==> src/rtl/rrx_cmd_router_pkg.sv <==
// rrx_cmd_router_pkg: FSM state type and header-decode helpers shared by the command router.
package rrx_cmd_router_pkg;

    localparam int MAX_CHANNELS = 8;

    // Full-width all-ones; callers keep only the low SEL_WIDTH bits as the broadcast code.
    localparam logic [31:0] BROADCAST_SEL = '1;

    typedef enum logic [1:0] {
        IDLE,
        ROUTE,
        DRAIN
    } router_state_t;

    function automatic int unsigned broadcast_code(input int unsigned sel_width);
        return BROADCAST_SEL >> (32 - sel_width);
    endfunction

    // Map a header select code to a channel mask; an unknown channel yields an empty mask.
    function automatic logic [MAX_CHANNELS-1:0] sel_to_mask(input int unsigned sel,
                                                            input int unsigned channels,
                                                            input int unsigned sel_width);
        logic [MAX_CHANNELS-1:0] mask;
        logic                    bcast;
        mask  = '0;
        bcast = (sel == broadcast_code(sel_width));
        for (int unsigned i = 0; i < MAX_CHANNELS; i++) begin
            if (i < channels && (bcast || sel == i)) begin
                mask[i] = 1'b1;
            end
        end
        return mask;
    endfunction

endpackage

==> src/rtl/rrx_cmd_bcast_reg.sv <==
// rrx_cmd_bcast_reg: single-beat output register shared by all channels, with a
// per-channel pending mask so each channel takes the beat exactly once.
module rrx_cmd_bcast_reg #(
    parameter int CHANNELS   = 2,
    parameter int DATA_WIDTH = 32
) (
    input  logic                  aclk,
    input  logic                  reset,
    input  logic                  load,
    input  logic [CHANNELS-1:0]   load_mask,
    input  logic [DATA_WIDTH-1:0] load_data,
    input  logic                  load_last,
    input  logic [CHANNELS-1:0]   m_tready,
    output logic [CHANNELS-1:0]   pending,
    output logic [DATA_WIDTH-1:0] data,
    output logic                  last,
    output logic                  free
);

    // Free when every still-pending channel is taking the beat this cycle.
    assign free = ((pending & ~m_tready) == '0);

    always_ff @(posedge aclk) begin
        if (reset) begin
            pending <= '0;
            data    <= '0;
            last    <= 1'b0;
        end else if (load) begin
            pending <= load_mask;
            data    <= load_data;
            last    <= load_last;
        end else begin
            pending <= pending & ~m_tready;
        end
    end

endmodule

==> src/rtl/rrx_cmd_router.sv <==
// rrx_cmd_router: routes each command packet to the channel(s) named in its header beat.
// Define RRX_CMD_ROUTER_STATS_EN to add per-channel packet and drop counters.
module rrx_cmd_router
    import rrx_cmd_router_pkg::*;
#(
    parameter int CHANNELS         = 2,
    parameter int CMD_STREAM_WIDTH = 32,
    parameter int SEL_LSB          = 28,
    parameter int SEL_WIDTH        = 4
) (
    input  logic                        aclk,
    input  logic                        reset,
    input  logic                        s_cmd_axis_tvalid,
    output logic                        s_cmd_axis_tready,
    input  logic                        s_cmd_axis_tlast,
    input  logic [CMD_STREAM_WIDTH-1:0] s_cmd_axis_tdata,
    output logic [CHANNELS-1:0]         m_cmd_axis_tvalid,
    input  logic [CHANNELS-1:0]         m_cmd_axis_tready,
    output logic                        m_cmd_axis_tlast,
    output logic [CMD_STREAM_WIDTH-1:0] m_cmd_axis_tdata,
    output logic                        busy,
    output logic                        bad_sel
`ifdef RRX_CMD_ROUTER_STATS_EN
    ,
    output logic [CHANNELS*16-1:0]      stats_pkt_count,
    output logic [15:0]                 stats_drop_count
`endif
);

    // The select field must be able to name every channel and still leave the broadcast code free.
    if (CHANNELS < 1 || CHANNELS > MAX_CHANNELS || SEL_WIDTH < 1 || SEL_WIDTH > 31 ||
        CHANNELS > (2 ** SEL_WIDTH) - 1 || SEL_LSB + SEL_WIDTH > CMD_STREAM_WIDTH) begin : g_bad_config
        $error("rrx_cmd_router: illegal CHANNELS / SEL_WIDTH / SEL_LSB combination");
    end

    router_state_t         state;
    router_state_t         next_state;
    logic [CHANNELS-1:0]   route_mask;
    logic [CHANNELS-1:0]   hdr_mask;
    logic [CHANNELS-1:0]   load_mask;
    logic [CHANNELS-1:0]   pending;
    logic [SEL_WIDTH-1:0]  sel_field;
    logic                  free;
    logic                  accept;
    logic                  hdr_bad;

    assign sel_field         = s_cmd_axis_tdata[SEL_LSB +: SEL_WIDTH];
    assign hdr_mask          = CHANNELS'(sel_to_mask(32'(sel_field), CHANNELS, SEL_WIDTH));
    assign s_cmd_axis_tready = free;
    assign accept            = s_cmd_axis_tvalid && free;
    assign m_cmd_axis_tvalid = pending;
    assign busy              = (state != IDLE) || (pending != '0);

    always_ff @(posedge aclk) begin
        if (reset) begin
            state      <= IDLE;
            route_mask <= '0;
            bad_sel    <= 1'b0;
        end else begin
            state   <= next_state;
            bad_sel <= hdr_bad;
            if (accept && state == IDLE) begin
                route_mask <= hdr_mask;
            end
        end
    end

    always_comb begin
        next_state = state;
        if (accept) begin
            case (state)
                IDLE: begin
                    if (!s_cmd_axis_tlast) begin
                        next_state = (hdr_mask != '0) ? ROUTE : DRAIN;
                    end
                end
                ROUTE, DRAIN: begin
                    if (s_cmd_axis_tlast) begin
                        next_state = IDLE;
                    end
                end
                default: next_state = IDLE;
            endcase
        end
    end

    // DRAIN loads an empty mask, so its beats are accepted and simply vanish.
    always_comb begin
        load_mask = '0;
        hdr_bad   = 1'b0;
        case (state)
            IDLE: begin
                load_mask = hdr_mask;
                hdr_bad   = accept && (hdr_mask == '0);
            end
            ROUTE:   load_mask = route_mask;
            default: load_mask = '0;
        endcase
    end

    rrx_cmd_bcast_reg #(
        .CHANNELS   (CHANNELS),
        .DATA_WIDTH (CMD_STREAM_WIDTH)
    ) u_out_reg (
        .aclk      (aclk),
        .reset     (reset),
        .load      (accept),
        .load_mask (load_mask),
        .load_data (s_cmd_axis_tdata),
        .load_last (s_cmd_axis_tlast),
        .m_tready  (m_cmd_axis_tready),
        .pending   (pending),
        .data      (m_cmd_axis_tdata),
        .last      (m_cmd_axis_tlast),
        .free      (free)
    );

`ifdef RRX_CMD_ROUTER_STATS_EN
    logic [CHANNELS-1:0] taken;
    logic [15:0]         pkt_count [CHANNELS];
    logic [15:0]         drop_count;
    logic                drop_event;

    assign taken      = pending & m_cmd_axis_tready;
    assign drop_event = accept && s_cmd_axis_tlast &&
                        ((state == IDLE && hdr_mask == '0) || state == DRAIN);

    // A packet counts per channel when that channel takes its tlast beat.
    always_ff @(posedge aclk) begin
        if (reset) begin
            for (int i = 0; i < CHANNELS; i++) begin
                pkt_count[i] <= '0;
            end
            drop_count <= '0;
        end else begin
            for (int i = 0; i < CHANNELS; i++) begin
                if (taken[i] && m_cmd_axis_tlast) begin
                    pkt_count[i] <= pkt_count[i] + 16'd1;
                end
            end
            if (drop_event) begin
                drop_count <= drop_count + 16'd1;
            end
        end
    end

    for (genvar g = 0; g < CHANNELS; g++) begin : g_stats_pack
        assign stats_pkt_count[g*16 +: 16] = pkt_count[g];
    end
    assign stats_drop_count = drop_count;
`endif

endmodule

==> config.mk <==
export PLATFORM = sky130hd
export DESIGN_NAME = rrx_cmd_router
export DESIGN_NICKNAME = d
export VERILOG_FILES = /design/src/rtl/rrx_cmd_router_pkg.sv /design/src/rtl/rrx_cmd_bcast_reg.sv /design/src/rtl/rrx_cmd_router.sv
export SDC_FILE = /design/constraint.sdc
export NUM_CORES = 1
export LEC_CHECK = 0
export CORE_ASPECT_RATIO = 1.75
export CORE_MARGIN = 8
export CORE_UTILIZATION = 41
export CTS_BUF_LIST = sky130_fd_sc_hd__clkbuf_2
export DETAILED_ROUTE_END_ITERATION = 7
export PLACE_DENSITY = 0.81
export SLEW_MARGIN = 20
export SYNTH_ARGS = -nofsm -noshare
export SYNTH_HDL_FRONTEND = slang
export SYNTH_SLANG_ARGS = --single-unit
export TNS_END_PERCENT = 10
==> constraint.sdc <==
create_clock -name aclk -period 1.59 [get_ports aclk]
set_clock_uncertainty 0.15 [all_clocks]
set_input_delay 0.2385 -clock aclk [delete_from_list [all_inputs] [get_ports aclk]]
set_output_delay 0.2385 -clock aclk [all_outputs]
set_load 0.01 [all_outputs]
==> metrics.md, run 1 <==
| Metric | Value |
|---|---|
| Status | `complete, but fails checks` |
| Failing checks | `setup timing` |
| Netlist cell types | `25` |
| Commonest cells post-synth | `71 x nand2_1, 40 x dfxtp_1, 35 x a21oi_1` |
| CTS max path bufs | `2` |
| Delay-heaviest family, CP | `flip-flops` |
| Root buffer cell | `clkbuf_2` |
| Final Setup Violations | `1` |
| Worst skew pair latency | `about 0.4 ns` |
| Drt total wl | `4575 µm` |
| Vias in the first global route | `1,610` |
| Synth Flop Type | `dfxtp_1` |
| Hold slack final | `0.1924 ns` |
| Largest net degree at the start of global routing | `22` |
| Drt initial violations | `53` |
| Post-synth top area share | `52.29%` |
| I/O Pins | `76` |
| WL per Instance | `14.12 µm` |
| FF+latch count, synth | `40` |
| CP endpoint kind | `output port` |
| CP startpoint kind | `register` |
| Fmax | `~0.63 GHz` |
| Crit share post-route | `100.2%` |
| Worst slack, placed | `-0.2690 ns` |
| Die area | `6024 µm²` |
| Fillers | `roughly 320` |
| Worst path bufs/invs | `2` |
| Reg2reg path depth | `7` |
| VDD IR-drop max | `around 0.9 mV` |
| Ys async rst share | `0%` |
| Power per cell area | `849.4 nW/µm²` |
| Critical path cell sequence | `buf_4 > nand2b_2 > and2_1 > buf_2` |
| Diodes inserted | `0` |
| Sequential share of the synthesized area | `52.29%` |
| Setup CP Type | `register to output port` |
| Synthesis Warnings | `0` |
| TritonCTS Sinks | `40` |
| CP max-delay cell | `dfxtp_2` |
| Die Height | `96.85 µm` |
| Tmin final | `1.593 ns` |
| Crit Path Max Fanout | `3` |
| Drt via density | `4.873` |
| Final net count | `between 300 and 400` |
| Reg clk slew, reported paths | `0.22 ns` |
| Worst-Margin Slew | `between 0.2 and 0.25 ns` |
| Register area | `817.0 µm²` |
| Vias | `1,579` |
| # DRC | `0` |
| Hold Crit Depth | `3` |
| Initial Util | `42.63%` |
| Post-synth EDFFs | `0` |
| Crit path arrival time | `1.20 ns` |
| Yosys top cell by area | `dfxtp_1` |
| Post-route ant nets | `0` |
| Post-DP HPWL | `3601 µm` |
| Fin. max-slew vios | `0` |
| CORE AREA | `between 3000 and 4000 µm²` |
| RSZ-0062 raised after global routing | `true` |
| Slew headroom | `84.08%` |
| Crit path largest cell delay | `0.38 ns` |
| GPL Wtd Cong | `a little under 0.8` |
| Die Width | `around 62 µm` |
| Crit path depth | `4` |
| Total CTS buffers | `5` |
| Port Buf Inserts | `75` |
| Number of max-cap violations | `0` |
| TritonCTS clock tree | `built` |
| Fin. Hold Viols | `0` |
| # rows | `29` |
| Syn avg cell area | `8.234 µm²` |
| Initial antenna violation count | `0` |
| Fraction of layout cells with a size suffix above 1 | `19.42%` |
| Hold-fix buffers, CTS | `0` |
| Req. time, crit path | `about 1.2 ns` |
| First-pass GRT wire length | `7472 µm` |
| Setup WS post-layout | `-0.002660 ns` |
| Area delta synth->final | `63.56%` |
| Top-count cell post-synth | `nand2_1` |
| Post-Syn Nets | `between 200 and 250` |
| Final core occ | `69.73%` |
| Static leakage | `1.146 nW` |
| Hold Path Class | `input pin to register` |
| 1st-pass router iterations | `4` |
| CTS H-Tree Depth | `2` |
| Dominant cells by area after synthesis | `dfxtp_1 52%, nand2_1 17%, a21oi_1 11%` |
| GRT overflow | `0` |
| Post-Syn Instances | `186` |
| Global-route usage over all layers | `~15%` |
| Synthesized area | `1531 µm²` |
| Area of the multi-input gates | `666.9 µm²` |
==> registers in the layout, summed over array words and instances (netlist names) <==
signal / flops
state: 2
u_out_reg.data: 32
bad_sel: 1
u_out_reg.last: 1
u_out_reg.pending: 2
route_mask: 2
==> worst register-to-register path, cell delays in order, from the launching register on <==
cell and delay (ns):
dfxtp_2 0.37, inv_2 0.04, ha_4 0.15, buf_4 0.15
mux2i_1 0.13, and4_4 0.26, nand4_1 0.10, o31ai_1 0.08
==> layer usage <==
metal	track usage (%)	share of wire [%]	routed length, µm
met1	13.21	35	1616
met2	29.57	56	2554
met3	5.658	6.8	312
met4	6.148	2.0	91
met5	0	0	0
==> power breakdown <==
part / internal (W) / leakage (nW) / switching [W] / total (W)
Clock: 0.000263 / 0.0390 / 0.000337 / 0.000600
Combinational: 0.000239 / 0.773 / 0.000198 / 0.000437
Sequential: 0.00107 / 0.334 / 0.0000251 / 0.00109
==> kinds of logic (layout without fill, tap and decap cells) <==
logic type | after synthesis | after routing | synth area share (%)
fa+ha+maj | 2 | 2 | 1.634
flops | 40 | 40 | 52.29
mux | 1 | 1 | 0.6536
simple gates | 90 | 90 | 26.06
buf+inv | 13 | 105 | 5.147
compound gates | 40 | 40 | 14.22
==> layout make-up <==
type	instances	area share (%)
clock buffers	5	0.9990
clock inverters	3	1.698
inverters	2	0.2997
multi-input cells	133	26.62
flip-flops and latches	40	32.62
well taps	46	2.298
repair buffers	95	35.46
==> worst paths after layout <==
check                                     startpoint            endpoint  slack [ns]
worst max-delay path            u_out_reg.pending[1]   s_cmd_axis_tready      -0.003
worst min-delay path            s_cmd_axis_tdata[26]  u_out_reg.data[26]        0.19
worst max register to register              state[1]            state[1]        0.10
worst min register to register    u_out_reg.data[12]  u_out_reg.data[12]        0.31
==> cells in the final DEF, fill, tap and decap left out <==
master,count
nor3_1,1
and2_1,1
a21oi_1,35
nand2_1,71
o21ai_2,1
dfxtp_1,27
dlygate4sd2_1,35
a31oi_1,1
dlymetal6s2s_1,1
nand3_2,2
and3_1,1
a31oi_2,1
or3_4,1
nor2b_1,1
clkbuf_2,5
nand2b_2,2
buf_12,2
clkinvlp_4,1
buf_2,1
nor2_1,1
dfxtp_2,13
nand3_1,2
and4_4,1
clkdlybuf4s50_1,37
ha_4,1
bufinv_16,1
inv_2,2
mux2i_1,1
clkinv_2,1
o31ai_1,2
nand4_1,6
ha_1,1
buf_4,16
buf_6,3
==> per-stage QoR <==
stage,total power (W),cell area (µm²),std cells,setup TNS [ns]
finish,0.002128,2505,324,-0.002660
global placement,0.001564,2436,315,-5.704
CTS,0.002143,2481,324,-0.1691
global route,0.002242,2505,324,-0.1750
floorplan,0.001288,1531,186,0
detailed placement,0.001573,2436,315,-6.617
==> timing repair <==
action                     4_1_cts  5_1_grt
setup buffers                    1        0
gates resized for setup         59        7
setup endpoints to repair       38       11
Power figures use the tool's default switching activity.
==> inputs of run 2 (changes only) <==
--- a/config.mk
+++ b/config.mk
@@ -5,12 +5,13 @@
 export SDC_FILE = /design/constraint.sdc
 export NUM_CORES = 1
 export LEC_CHECK = 0
+export ABC_AREA = 1
 export CORE_ASPECT_RATIO = 1.75
-export CORE_MARGIN = 8
-export CORE_UTILIZATION = 41
+export CORE_MARGIN = 2
+export CORE_UTILIZATION = 42
 export CTS_BUF_LIST = sky130_fd_sc_hd__clkbuf_2
 export DETAILED_ROUTE_END_ITERATION = 7
-export PLACE_DENSITY = 0.81
+export PLACE_DENSITY_LB_ADDON = 0.08
 export SLEW_MARGIN = 20
 export SYNTH_ARGS = -nofsm -noshare
 export SYNTH_HDL_FRONTEND = slang
==> metrics.md, run 2 <==
| Metric | Value |
|---|---|
| Status | `complete, no violations (was complete, but fails checks)` |
| Die Width | `50.81 µm (was 62.20 µm)` |
| Area delta synth->final | `55.87% (was 63.56%)` |
| FF+latch count, synth | `40 (unchanged)` |
| Worst slack, placed | `-0.1986 ns (was -0.2690 ns)` |
| Dominant cells by area after synthesis | `dfxtp_1 50%, nand2_1 20%, a21oi_1 11% (was dfxtp_1 52%, nand2_1 17%, a21oi_1 11%)` |
| Root buffer cell | `clkbuf_2 (unchanged)` |
| Crit Path Max Fanout | `2 (was 3)` |
| Setup CP Type | `register to output port (unchanged)` |
| Worst skew pair latency | `0.38 ns (was 0.40 ns)` |
| Static leakage | `1.222 nW (was 1.146 nW)` |
| Req. time, crit path | `1.20 ns (about the same)` |
| Diodes inserted | `0 (unchanged)` |
| Crit share post-route | `97.85% (was 100.2%)` |
| Netlist cell types | `20 (was 25)` |
| Crit path arrival time | `1.17 ns (was 1.20 ns)` |
| Drt total wl | `3852 µm (was 4575 µm)` |
| Die Height | `85.91 µm (was 96.85 µm)` |
| # DRC | `0 (unchanged)` |
| Fin. max-slew vios | `0 (unchanged)` |
| 1st-pass router iterations | `4 (unchanged)` |
| Synth Flop Type | `dfxtp_1 (unchanged)` |
| Synthesized area | `1610 µm² (was 1531 µm²)` |
| Register bank with the most flops | `u_out_reg.data (unchanged)` |
| Vias | `1,560 (was 1,579)` |
| Largest register FFs | `32 (unchanged)` |
| Worst-Margin Slew | `0.2500 ns (was 0.2388 ns)` |
| Drt initial violations | `11 (was 53)` |
| DR top layer | `met4 (unchanged)` |
| Tmin final | `1.556 ns (was 1.593 ns)` |
| CP startpoint kind | `register (unchanged)` |
| Power per cell area | `830.1 nW/µm² (was 849.4 nW/µm²)` |
| Synthesis Warnings | `0 (unchanged)` |
| Post-Syn Nets | `247 (was 226)` |
| RSZ-0062 raised after global routing | `true (unchanged)` |
| Hold Path Class | `input pin to register (unchanged)` |
| R2r setup slk | `0.14 ns (was 0.10 ns)` |
| Largest net degree at the start of global routing | `24 (was 22)` |
| TritonCTS Sinks | `40 (unchanged)` |
| Final net count | `333 (was 317)` |
| CTS max path bufs | `2 (unchanged)` |
| TNS Setup | `0 ns (was -0.002660 ns)` |
| Number of max-cap violations | `0 (unchanged)` |
| WL met1 | `1604 µm (was 1616 µm)` |
| Total CTS buffers | `5 (unchanged)` |
| Post-synth EDFFs | `0 (unchanged)` |
| Drt via density | `4.588 (was 4.873)` |
| DP Area | `2465 µm² (was 2436 µm²)` |
| Reg clk slew, reported paths | `0.19 ns (was 0.22 ns)` |
| Vias in the first global route | `1,511 (was 1,610)` |
| Post-DP HPWL | `2883 µm (was 3601 µm)` |
| Wire length on met3 | `163 µm (was 312 µm)` |
| Global-route usage over all layers | `19.29% (was 15.21%)` |
| Slew headroom | `83.22% (was 84.08%)` |
| Synth Area in Simple Gates | `26.81% (was 26.06%)` |
| CTS H-Tree Depth | `2 (unchanged)` |
| Commonest cells post-synth | `84 x nand2_1, 40 x dfxtp_1, 36 x a21oi_1 (was 71 x nand2_1, 40 x dfxtp_1, 35 x a21oi_1)` |
| GRT overflow | `0 (unchanged)` |
| Sequential share of the synthesized area | `49.73% (was 52.29%)` |
| CORE AREA | `3665 µm² (was 3592 µm²)` |
| Fmax | `0.6427 GHz (was 0.6279 GHz)` |
| I/O Pins | `76 (unchanged)` |
| Post-Synth Adder-Cell Area | `1.554% (was 1.634%)` |
| Commonest non-fill, non-tap cell in the layout | `nand2_1 (unchanged)` |
| Mux share of post-synthesis cell area | `0% (was 0.6536%)` |
| Ys async rst share | `0% (unchanged)` |
| DR WL met2 | `2027 µm (was 2554 µm)` |
| First-pass GRT wire length | `6486 µm (was 7472 µm)` |
| Initial Util | `43.94% (was 42.63%)` |
| Yosys top cell by area | `dfxtp_1 (unchanged)` |
| WL per Instance | `11.33 µm (was 14.12 µm)` |
| Port Buf Inserts | `75 (unchanged)` |
| Final Setup Violations | `0 (was 1)` |
| Die area | `4365 µm² (was 6024 µm²)` |
| Syn avg cell area | `7.779 µm² (was 8.234 µm²)` |
| Most frequent cells in the layout | `84 x nand2_1, 37 x clkdlybuf4s50_1, 36 x a21oi_1, 35 x dlygate4sd2_1, 21 x dfxtp_2 (was 71 x nand2_1, 37 x clkdlybuf4s50_1, 35 x a21oi_1, 35 x dlygate4sd2_1, 27 x dfxtp_1)` |
| VDD IR-drop max | `0.9511 mV (was 0.8838 mV)` |
| XOR/XNOR Fraction of Synth Area | `0% (unchanged)` |
| Initial antenna violation count | `0 (unchanged)` |
| GPL Wtd Cong | `0.7599 (was 0.7907)` |
| Post-Syn Instances | `207 (was 186)` |
| Largest family of logic cells by synthesized area | `simple AND/OR/NAND/NOR gates (unchanged)` |
| TritonCTS clock tree | `built (unchanged)` |
| Post-synthesis compound-gate area fraction | `12.90% (was 14.22%)` |
| Top-count cell post-synth | `nand2_1 (unchanged)` |
| # rows | `29 (unchanged)` |
| Hold slack final | `0.2187 ns (was 0.1924 ns)` |
| Fin. Hold Viols | `0 (unchanged)` |
| Post-synth top area share | `49.73% (was 52.29%)` |
| CP endpoint kind | `output port (unchanged)` |
| Setup WS post-layout | `0.03411 ns (was -0.002660 ns)` |
| Fraction of layout cells with a size suffix above 1 | `17.35% (was 19.42%)` |
| Post-route ant nets | `0 (unchanged)` |
| Finished Cell Area | `2510 µm² (was 2505 µm²)` |
run 2: cells by family after synthesis:
kind of cell | after synthesis
AND/OR/NAND/NOR | 100
AO/OA/AOI/OAI | 41
flip-flops | 40
buffers and inverters | 24
adder cells (fa/ha/maj) | 2
run 2: worst paths after layout:
check / startpoint / end / cells past startpoint
worst min register to register: u_out_reg.data[23] / u_out_reg.data[23] / 2
worst max register to register: u_out_reg.pending[1] / u_out_reg.data[28] / 8
worst max-delay path: state[1] / busy / 4
worst min-delay path: s_cmd_axis_tdata[26] / u_out_reg.data[26] / 3
run 2: report_power, final:
| group | leakage (nW) | switching [W] | internal [W] |
|---|---|---|---|
| clock network | 0.0380 | 0.000316 | 0.000256 |
| registers | 0.337 | 0.0000252 | 0.00107 |
| logic | 0.847 | 0.000194 | 0.000226 |
| total | 1.22 | 0.000535 | 0.00155 |
run 2: routing by layer:
layer	global-route usage (%)	vias to the layer above
met5	0	-
met4	6.634	0
met3	5.052	6
met2	35.89	43
met1	20.33	689
li1	-	822
run 2: metrics by stage:
stage	total power (W)	util, %	std cells
after floorplan	0.001314	-	207
after global placement	0.001567	67.26	331
after detailed placement	0.001572	67.26	331
after CTS	0.002112	68.42	340
after global routing	0.002191	68.49	340
final	0.002083	68.49	340
run 2: critical path, stage by stage, from the launching register on:
cell     delay (ns)
dfxtp_2        0.36
inv_1          0.06
ha_1           0.19
nand2_1        0.06
buf_2          0.12
run 2: area by class of cell:
| type | instances | area [µm²] |
|---|---|---|
| Multi-Input combinational cell | 143 | 664.4 |
| Sequential cell | 40 | 827.0 |
| Clock buffer | 5 | 25.02 |
| Tap cell | 46 | 57.56 |
| Clock inverter | 3 | 37.54 |
| Inverter | 13 | 48.80 |
| Fill cell | 330 | 1155 |
| Timing Repair Buffer | 90 | 849.6 |
run 2: what timing repair did:
item	CTS	global route
cloned	0	0
buffers inserted	1	0
resized for setup	64	2
endpoints found under the setup margin	38	4
hold buffers	0	0
==> inputs of run 3 (changes only) <==
--- a/config.mk
+++ b/config.mk
@@ -6,7 +6,6 @@
 export NUM_CORES = 1
 export LEC_CHECK = 0
 export ABC_AREA = 1
-export CORE_ASPECT_RATIO = 1.75
 export CORE_MARGIN = 2
 export CORE_UTILIZATION = 42
 export CTS_BUF_LIST = sky130_fd_sc_hd__clkbuf_2
==> metrics.md, run 3 (same netlist as run 2, synthesis figures left out) <==
| Metric | Value |
|---|---|
| Drt initial violations | `36 (was 11)` |
| Status | `complete, no violations (unchanged)` |
| Vias in the first global route | `1,424 (was 1,511)` |
| I/O Pins | `76 (unchanged)` |
| Worst skew pair latency | `0.38 ns (about the same)` |
| CP startpoint kind | `register (unchanged)` |
| Post-route ant nets | `0 (unchanged)` |
| Root buffer cell | `clkbuf_2 (unchanged)` |
| 1st-pass router iterations | `4 (unchanged)` |
| R2r endpoint | `state[1] (was u_out_reg.data[28])` |
| Req. time, crit path | `1.20 ns (about the same)` |
| Fraction of layout cells with a size suffix above 1 | `17.63% (was 17.35%)` |
| Reg2reg path depth | `7 (was 8)` |
| Most frequent cells in the layout | `83 x nand2_1, 37 x clkdlybuf4s50_1, 36 x a21oi_1, 35 x dlygate4sd2_1, 24 x dfxtp_1 (was 84 x nand2_1, 37 x clkdlybuf4s50_1, 36 x a21oi_1, 35 x dlygate4sd2_1, 21 x dfxtp_2)` |
| Commonest non-fill, non-tap cell in the layout | `nand2_1 (unchanged)` |
| RR Startpoint | `state[1] (was u_out_reg.pending[1])` |
| Reg clk slew, reported paths | `0.20 ns (was 0.19 ns)` |
| Post-DP HPWL | `2764 µm (was 2883 µm)` |
| Tmin final | `1.543 ns (was 1.556 ns)` |
| Fmax | `0.6483 GHz (was 0.6427 GHz)` |
| CP endpoint kind | `output port (unchanged)` |
| Diodes inserted | `0 (unchanged)` |
| Final net count | `335 (was 333)` |
| CORE AREA | `3661 µm² (was 3665 µm²)` |
| CTS max path bufs | `2 (unchanged)` |
| Slew headroom | `83.06% (was 83.22%)` |
| Die Width | `65.92 µm (was 50.81 µm)` |
| Hold Path Class | `input pin to register (unchanged)` |
| TritonCTS clock tree | `built (unchanged)` |
| TritonCTS Sinks | `40 (unchanged)` |
| Area delta synth->final | `55.32% (was 55.87%)` |
| Die area | `4345 µm² (was 4365 µm²)` |
| Crit path arrival time | `1.15 ns (was 1.17 ns)` |
| Largest net degree at the start of global routing | `20 (was 24)` |
| # rows | `22 (was 29)` |
| Number of max-cap violations | `0 (unchanged)` |
| Worst-Margin Slew | `0.2524 ns (was 0.2500 ns)` |
| GPL Wtd Cong | `0.6906 (was 0.7599)` |
| Total CTS buffers | `5 (unchanged)` |
| First-pass GRT wire length | `6175 µm (was 6486 µm)` |
| CTS H-Tree Depth | `2 (unchanged)` |
| Worst hold path endpoint | `u_out_reg.data[15] (was u_out_reg.data[26])` |
| Static leakage | `1.228 nW (was 1.222 nW)` |
| Vias | `1,567 (was 1,560)` |
| Port Buf Inserts | `75 (unchanged)` |
| Final non-filler cell total | `343 (was 340)` |
| R2r setup slk | `0.12 ns (was 0.14 ns)` |
| Setup CP Type | `register to output port (unchanged)` |
| Crit share post-route | `97.02% (was 97.85%)` |
| GRT overflow | `0 (unchanged)` |
| Power per cell area | `771.3 nW/µm² (was 830.1 nW/µm²)` |
| # DRC | `0 (unchanged)` |
| Die Height | `65.92 µm (was 85.91 µm)` |
| Largest register FFs | `32 (unchanged)` |
| Fin. Hold Viols | `0 (unchanged)` |
| WL per Instance | `10.96 µm (was 11.33 µm)` |
| VDD IR-drop max | `0.5350 mV (was 0.9511 mV)` |
| Fillers | `322 (was 330)` |
| Register bank with the most flops | `u_out_reg.data (unchanged)` |
| Drt total wl | `3759 µm (was 3852 µm)` |
| Crit Path Max Fanout | `2 (unchanged)` |
| Initial antenna violation count | `0 (unchanged)` |
| Fin. max-slew vios | `0 (unchanged)` |
| Hold slack final | `0.2127 ns (was 0.2187 ns)` |
| RSZ-0062 raised after global routing | `true (unchanged)` |
| Drt via density | `4.569 (was 4.588)` |
| Final Setup Violations | `0 (unchanged)` |
| Hold Crit Depth | `3 (unchanged)` |
| Hold Crit Start | `s_cmd_axis_tdata[15] (was s_cmd_axis_tdata[26])` |
| Global-route usage over all layers | `18.39% (was 19.29%)` |
| Placed Instances | `334 (was 331)` |
| Initial Util | `43.98% (was 43.94%)` |
[run 3: worst max-delay path by stage]
stage | from | endpoint | depth (start not counted)
finish | state[1] | busy | 4
global route | state[1] | busy | 4
CTS | u_out_reg.data[3] | m_cmd_axis_tdata[3] | 1
detailed placement | m_cmd_axis_tready[0] | s_cmd_axis_tready | 6
global placement | m_cmd_axis_tready[0] | s_cmd_axis_tready | 6
floorplan | state[0] | state[1] | 7
[run 3: per-stage QoR]
| step | utilization (%) | setup TNS, ns | cell area (µm²) | worst slack (ns) | power (W) |
|---|---|---|---|---|---|
| floorplan | - | 0 | 1610 | 0.1149 | 0.001314 |
| global placement | 67.26 | -3.203 | 2462 | -0.1913 | 0.001563 |
| detailed placement | 67.26 | -4.107 | 2462 | -0.2088 | 0.001566 |
| CTS | 67.50 | -0.1301 | 2471 | -0.1301 | 0.001946 |
| global route | 68.32 | -0.05480 | 2501 | -0.05480 | 0.002040 |
| finish | 68.32 | 0 | 2501 | 0.04741 | 0.001929 |
[run 3: worst max-delay path, stage by stage (launching register included)]
cell and delay, ns:
dfxtp_2 0.36, inv_1 0.07, ha_2 0.17, nand2_1 0.05, buf_2 0.13
[run 3: report_power, final]
group / total [W] / internal [W] / leakage, nW / switching (W)
clock network: 0.000417 / 0.000105 / 0.0288 / 0.000312
logic: 0.000421 / 0.000226 / 0.864 / 0.000194
registers: 0.00109 / 0.00107 / 0.335 / 0.0000257
total: 0.00193 / 0.00140 / 1.23 / 0.000532
[run 3: final cells by class]
cell class / count / area, µm² / area share [%]
multi-input combinational: 143 / 674.4 / 26.96
clock buffer: 6 / 30.03 / 1.201
sequential: 40 / 820.8 / 32.82
timing repair buffer: 92 / 862.1 / 34.47
inverter: 13 / 48.80 / 1.951
tap: 48 / 60.06 / 2.401
clock inverter: 1 / 5.005 / 0.2001
[run 3: what timing repair did]
item                       CTS  global route
setup endpoints to repair   38             7
setup buffers                1             1
hold buffers                 0             0
pin swaps                    0             2
gates resized for setup     59             8
[run 3: metal layers]
layer	GRT usage [%]	vias to the layer above	wire [µm]
met4	6.250	0	47
li1	-	825	-
met1	21.61	685	1649
met5	0	-	0
met2	30.18	50	1737
met3	7.496	7	324
